## config.mk

```make
export PLATFORM = sky130hd
export DESIGN_NAME = seven_seg_scanner_flat
export DESIGN_NICKNAME = d
export VERILOG_FILES = /design/src/rtl/seven_seg_if.sv /design/src/rtl/seven_seg_scanner.sv /design/src/flat_wrapper.sv
export SDC_FILE = /design/constraint.sdc
export NUM_CORES = 1
export LEC_CHECK = 0
export BUFFER_PORTS_ARGS = -buffer_cell sky130_fd_sc_hd__clkbuf_2
export CORE_MARGIN = 2
export CORE_UTILIZATION = 35
export CTS_CLUSTER_DIAMETER = 100
export DETAILED_ROUTE_END_ITERATION = 12
export HOLD_SLACK_MARGIN = 0.12
export PLACE_DENSITY_LB_ADDON = 0.15
export SYNTH_ARGS = -nofsm -noshare
export SYNTH_HDL_FRONTEND = slang
export SYNTH_SLANG_ARGS = --single-unit
```

## constraint.sdc

```tcl
create_clock -name clk -period 5.95 [get_ports clk]
set_input_delay 0.595 -clock clk [delete_from_list [all_inputs] [get_ports clk]]
set_output_delay 0.595 -clock clk [all_outputs]
set_load 0.1 [all_outputs]
```

## src/rtl/seven_seg_if.sv

```systemverilog
// Host/decoder-facing bundle for the seven-segment scanner.
// The master (host) drives scan enable and writes. The slave (scanner)
// returns the committed word, the digit select and the status flags.
interface seven_seg_if;
  logic        enable;
  logic        wr_en;
  logic [15:0] data_in;
  logic [15:0] data_out;
  logic [1:0]  anode_sel;
  logic        frame_tick;
  logic        pending;

  modport master (
    output enable, wr_en, data_in,
    input  data_out, anode_sel, frame_tick, pending
  );

  modport slave (
    input  enable, wr_en, data_in,
    output data_out, anode_sel, frame_tick, pending
  );
endinterface

```

## src/rtl/seven_seg_scanner.sv

```systemverilog
// Four-digit scan driver for the seven-segment decoder.
// A prescaler paces the digit select. Host writes land in a shadow register
// and reach data_out only at a frame boundary, so a scan never mixes words.
module seven_seg_scanner #(
  parameter int TICKS_PER_DIGIT = 100000,
  parameter int CNT_WIDTH       = 17
) (
  input logic       clk,
  input logic       rst,
  seven_seg_if.slave bus
);

  localparam logic [CNT_WIDTH-1:0] LAST_TICK = CNT_WIDTH'(TICKS_PER_DIGIT - 1);

  logic [CNT_WIDTH-1:0] presc_cnt;
  logic [1:0]           anode_q;
  logic [15:0]          shadow_q;
  logic [15:0]          data_q;
  logic                 pending_q;
  logic                 frame_q;

  logic digit_tick;
  logic frame_boundary;

  // Digit advance and frame boundary, decoded from the current count and digit
  always_comb begin
    digit_tick     = bus.enable && (presc_cnt == LAST_TICK);
    frame_boundary = digit_tick && (anode_q == 2'b11);
  end

  // Refresh prescaler: counts enabled cycles within one digit, holds while frozen
  always_ff @(posedge clk) begin
    if (rst) begin
      presc_cnt <= '0;
    end else if (bus.enable) begin
      if (digit_tick) presc_cnt <= '0;
      else            presc_cnt <= presc_cnt + 1'b1;
    end
  end

  // Digit select: advances modulo 4 on each digit tick; frame_tick marks digit 0 entry
  always_ff @(posedge clk) begin
    if (rst) begin
      anode_q <= 2'b00;
      frame_q <= 1'b0;
    end else begin
      if (digit_tick) anode_q <= anode_q + 2'd1;
      frame_q <= frame_boundary;
    end
  end

  // Double buffer: writes go to the shadow; commit at the boundary, with a write
  // landing on the boundary itself bypassing the shadow so the newest word wins
  always_ff @(posedge clk) begin
    if (rst) begin
      shadow_q  <= 16'h0000;
      data_q    <= 16'h0000;
      pending_q <= 1'b0;
    end else begin
      if (bus.wr_en) shadow_q <= bus.data_in;
      if (frame_boundary) begin
        if (bus.wr_en)     data_q <= bus.data_in;
        else if (pending_q) data_q <= shadow_q;
        pending_q <= 1'b0;
      end else if (bus.wr_en) begin
        pending_q <= 1'b1;
      end
    end
  end

  assign bus.data_out   = data_q;
  assign bus.anode_sel  = anode_q;
  assign bus.frame_tick = frame_q;
  assign bus.pending    = pending_q;

endmodule

```

## src/flat_wrapper.sv

```systemverilog
// flat-port wrapper written by rule: the top's interface ports become plain ports
module seven_seg_scanner_flat 
#(
  parameter int TICKS_PER_DIGIT = 100000,
  parameter int CNT_WIDTH       = 17
)
  (clk, rst, bus_enable, bus_wr_en, bus_data_in, bus_data_out, bus_anode_sel, bus_frame_tick, bus_pending);
  seven_seg_if bus_i ();
  input logic clk;
  input logic rst;
  input wire logic [$bits(bus_i.enable)-1:0] bus_enable;
  input wire logic [$bits(bus_i.wr_en)-1:0] bus_wr_en;
  input wire logic [$bits(bus_i.data_in)-1:0] bus_data_in;
  output wire logic [$bits(bus_i.data_out)-1:0] bus_data_out;
  output wire logic [$bits(bus_i.anode_sel)-1:0] bus_anode_sel;
  output wire logic [$bits(bus_i.frame_tick)-1:0] bus_frame_tick;
  output wire logic [$bits(bus_i.pending)-1:0] bus_pending;
  assign bus_i.enable = bus_enable;
  assign bus_i.wr_en = bus_wr_en;
  assign bus_i.data_in = bus_data_in;
  assign bus_data_out = bus_i.data_out;
  assign bus_anode_sel = bus_i.anode_sel;
  assign bus_frame_tick = bus_i.frame_tick;
  assign bus_pending = bus_i.pending;
  seven_seg_scanner #(.TICKS_PER_DIGIT(TICKS_PER_DIGIT), .CNT_WIDTH(CNT_WIDTH)) u_core (.clk(clk), .rst(rst), .bus(bus_i));
endmodule
```

Word-level counts from Yosys, hierarchy flattened
Cells that the tools add are included.
{ "totals": {"reg_bits": 53, "elab_cells": 18} }
{ "classes": {"add_sub_neg": 2, "n_eq_ne": 2, "muxes": 3, "reduce_logical": 5} }
{ "ops": {"columns": ["operator", "n"], "rows": [
  ["16-bit two-way mux", 2],
  ["17-bit by 1-bit adder with 17-bit output, second input constant", 1],
  ["17-bit equality test, second input constant", 1],
  ["17-bit two-way mux", 1],
  ["2-bit by 1-bit adder with 2-bit output, second input constant", 1],
  ["2-bit equality test, second input constant", 1],
  ["1-bit logical AND", 2],
  ["2-bit AND reduction", 1],
  ["2-bit nonzero test", 1],
  ["2-bit OR reduction", 1]
]} }

Depth between registers and ports, before layout
{ "logic_depth": {"depth_word": 4, "ltp_mapped": 7} }

Least setup slack after synthesis
No wires, ideal clock.
{ "synth_timing": {"kind": "register -> register", "start": "register u_core.anode_q[0], in the netlist u_core.bus.anode_sel[0]", "end": "register u_core.data_q[10], in the netlist u_core.bus.data_out[10]", "arrival_time_ps": 2284, "required_time_ps": 5829, "path_slack_ps": 3545, "path_stages_with_launch": 6, "path_buffers": 2, "cell_sequence": "dfxtp_1 > ha_1 > or4b_1 > buf_6 > buf_8 > mux2_4"} }
{ "synth_between": {"elab_chain_len": 3} }
{ "synth_lines": {"columns": ["element", "line_no", "source"], "rows": [
  ["start, declared", "seven_seg_scanner.sv:16", "logic [1:0] anode_q;"],
  ["start signal, assigned", "seven_seg_scanner.sv:47", "if (digit_tick) anode_q <= anode_q + 2'd1;"],
  ["2-bit equality test", "seven_seg_scanner.sv:28", "frame_boundary = digit_tick && (anode_q == 2'b11);"],
  ["1-bit logical AND", "seven_seg_scanner.sv:28", null],
  ["2-bit AND reduction (no source line)", null, null],
  ["end signal, assigned", "seven_seg_scanner.sv:62", "if (bus.wr_en) data_q <= bus.data_in;"],
  ["end signal, assigned", "seven_seg_scanner.sv:63", "else if (pending_q) data_q <= shadow_q;"],
  ["end, declared", "seven_seg_scanner.sv:18", "logic [15:0] data_q;"]
]} }
No other way between the ends.
A chain may end at the register's enable or synchronous reset.

Worst setup path in the final report
{ "layout_timing": {"start": "register u_core.presc_cnt[0]", "end": "register u_core.data_q[11], in the netlist u_core.bus.data_out[11]"} }
{ "layout_between": {"elab_chain_len": 4} }
{ "layout_lines": {"columns": ["element", "line_no", "source"], "rows": [
  ["start, declared", "seven_seg_scanner.sv:15", "logic [CNT_WIDTH-1:0] presc_cnt;"],
  ["start signal, assigned", "seven_seg_scanner.sv:37", "else presc_cnt <= presc_cnt + 1'b1;"],
  ["17-bit equality test", "seven_seg_scanner.sv:27", "digit_tick = bus.enable && (presc_cnt == LAST_TICK);"],
  ["1-bit logical AND", "seven_seg_scanner.sv:27", null],
  ["1-bit logical AND", "seven_seg_scanner.sv:28", null],
  ["2-bit AND reduction (no source line)", null, null]
]} }
No other way between the ends.

==> results_dict.tcl <==
set metrics [dict create \
    gp_congestion 0.778 \
    dp_hpwl_mm 2.86 \
    cellPowerDensity_nw_per_um2 254 \
    core_um2 6030 \
    cts_tree "yes" \
    nNetsFinal 275 \
    required_ps 6150 \
    syn_nets 238 \
    design_area_um2 2560 \
    die_w_um 83.4 \
    wire_per_inst_um 13.0 \
    yosysWarnings 0 \
    grt-ovfl-total 0 \
    route.vias.total 1577 \
    holdBufCountCts 0 \
    htreeDepth 2 \
    rows 28 \
    cts_buffers 5 \
    cts_resized 0 \
    synth_edf_count 0 \
    place_area_um2 2450 \
    r2r.worst_path.cells 5 \
    cts.sinks 53 \
    r2r-end "u_core.bus.data_out[11]" \
    layout_commonest_cell "dfxtp_1" \
    fillers 599 \
    worst-path-buf-inv 0 \
    ios 40 \
    min_delay_worst_endpoint "u_core.bus.anode_sel[1]" \
    skew_ps 9.21 \
    drc_errors 0 \
    rsz0062_at_grt "false" \
    synthArstFlopShare 0 \
    worst_slew_margin_rel 0.377 \
    ys_seq_elements 53 \
    worst_pin_slew_ps 934 \
    cts_setup_buffers 0 \
    root_buffer "clkbuf_8" \
    finalHoldViolCount 0 \
    routed_wirelength_mm 4.27 \
    drive_gt1_frac 0.268 \
    track_usage 0.130 \
    clock_latency_ps 310 \
    fin_crit_ps 2740 \
    ant_nets 0 \
    synth-main-ff-cell "dfxtp_1" \
    setup_viol 0 \
    crit_path_start_kind "flop" \
    hold_class "flop to flop" \
    worstPathArrival_ps 2930 \
    dieArea_um2 6960 \
    r2r_slack_ps 3210 \
    antenna_found_initial 0 \
    synthCells 216 \
    first_pass_iters 4 \
    rr_startpoint "u_core.presc_cnt[0]" \
    grt_pass1_wl_mm 7.41 \
    critPathMaxFanout 16 \
    finalSetupTns_ps 0 \
    clkTransAtPathRegs_ps 90 \
    netlist_area_um2 2210 \
    port_buffers 39 \
    crit_path_cell_trace "ha_1 > nand3_2 > or4_4 > or4b_1 > mux2_4" \
    fmax_ghz 0.365 \
    critPathMaxStageDelay_ps 920 \
    register_area_um2 1060 \
    min-delay-start "u_core.bus.anode_sel[1]" \
    period_share 0.460 \
    final_cell_mix "53 x dfxtp_1, 39 x clkbuf_2, 35 x nor2_1" \
    fin_util 0.425 \
    syn_area_per_cell_um2 10.2 \
    crit_family "simple AND/OR/NAND/NOR gates" \
    whs_path_depth 2 \
    multi_input_area_um2 1070 \
    p_leak_nw 1.06 \
    vdd_drop_max_uv 122 \
    syn2layout_area_growth_pct 15.9 \
    viasPerCell 4.79 \
    first_iter_violations 58 \
    holdWs_ps 506 \
    start_util 0.366 \
    cts_max_path_buffers 2 \
    die_y_um 83.4 \
    crit_type "flop to flop" \
    n_antenna_cell 0 \
    status "complete, no violations" \
    timing.critical_path.to_type "flop" \
    maxSlewViolCount 0 \
    seq_area_frac_synth 0.480 \
    grt_max_degree 43 \
    total_power_uw 649 \
    crit_slowest_cell "or4b_1" \
    synth_cell_type_count 35 \
    max_cap_violations 0 \
    grt_pass1_vias 1537 \
]
report_power, final:
group          internal [mW]  switching (mW)
sequential             0.362         0.00310
combinational         0.0143          0.0217
clock                  0.127           0.121
total                  0.503           0.146
cell usage after synthesis (3+ instances only):
library cell | instances | area, µm²
dfxtp_1 | 53 | 1060
nor2_1 | 35 | 131
mux2i_1 | 17 | 170
nor2b_1 | 17 | 106
mux2_4 | 10 | 150
xnor2_1 | 9 | 78.8
clkbuf_1 | 7 | 26.3
mux2_2 | 7 | 78.8
nand2_1 | 6 | 22.5
nand2b_1 | 5 | 31.3
nand4_1 | 5 | 31.3
inv_1 | 4 | 15.0
nand3_1 | 4 | 20.0
nor4_1 | 4 | 25.0
a21oi_1 | 3 | 15.0
nor3_1 | 3 | 15.0
or4_1 | 3 | 22.5
xor2_1 | 3 | 26.3
registers in the layout (all words and copies together) (netlist names):
signal and flops:
u_core.shadow_q 16, u_core.bus.pending 1, u_core.bus.anode_sel 2, u_core.bus.data_out 16, u_core.presc_cnt 17, u_core.bus.frame_tick 1
worst max-delay path by stage:
| stage | startpoint | end | slack, ps | depth (start not counted) |
|---|---|---|---|---|
| after CTS | u_core.presc_cnt[0] | u_core.bus.data_out[11] | 3200 | 5 |
| final | u_core.presc_cnt[0] | u_core.bus.data_out[11] | 3210 | 5 |
| after global routing | u_core.presc_cnt[0] | u_core.bus.data_out[13] | 3060 | 5 |
| after global placement | bus_wr_en | u_core.bus.data_out[8] | 3190 | 4 |
| after detailed placement | bus_wr_en | u_core.bus.data_out[9] | 3200 | 4 |
| after floorplan | u_core.bus.anode_sel[0] | u_core.bus.data_out[10] | 3540 | 5 |
metal layers:
metal,up-vias,part of all wire,track usage
met5,-,0,0
met4,0,0.0056,0.0440
met3,2,0.052,0.0457
met2,32,0.44,0.188
met1,735,0.50,0.180
li1,808,-,-
cells by family after synthesis:
logic type	synth area share
xor+xnor	0.0476
flops	0.480
mux	0.181
fa+ha+maj	0.0113
simple gates	0.219
buf+inv	0.0329
compound gates	0.0283
final cells by class:
| type | count | share of cell area |
|---|---|---|
| multi-input cells | 149 | 0.420 |
| flip-flops and latches | 53 | 0.415 |
| repair buffers | 40 | 0.0792 |
| well taps | 75 | 0.0367 |
| clock buffers | 6 | 0.0284 |
| clock inverters | 2 | 0.0152 |
| inverters | 4 | 0.00587 |
stage by stage:
step / instances / setup slack, ps
floorplan: 216 / 3540
CTS: 329 / 3200
global route: 329 / 3060
detailed placement: 321 / 3200
global placement: 321 / 3190
finish: 329 / 3210
worst reg2reg max path: cells and delay by family (launching register included):
kind                     cells  cell delay, ps
adder cells (fa/ha/maj)      1             250
flip-flops                   1             400
multiplexers                 1             450
AND/OR/NAND/NOR              3            1530
Note: power is estimated with default switching activity, not from simulation.
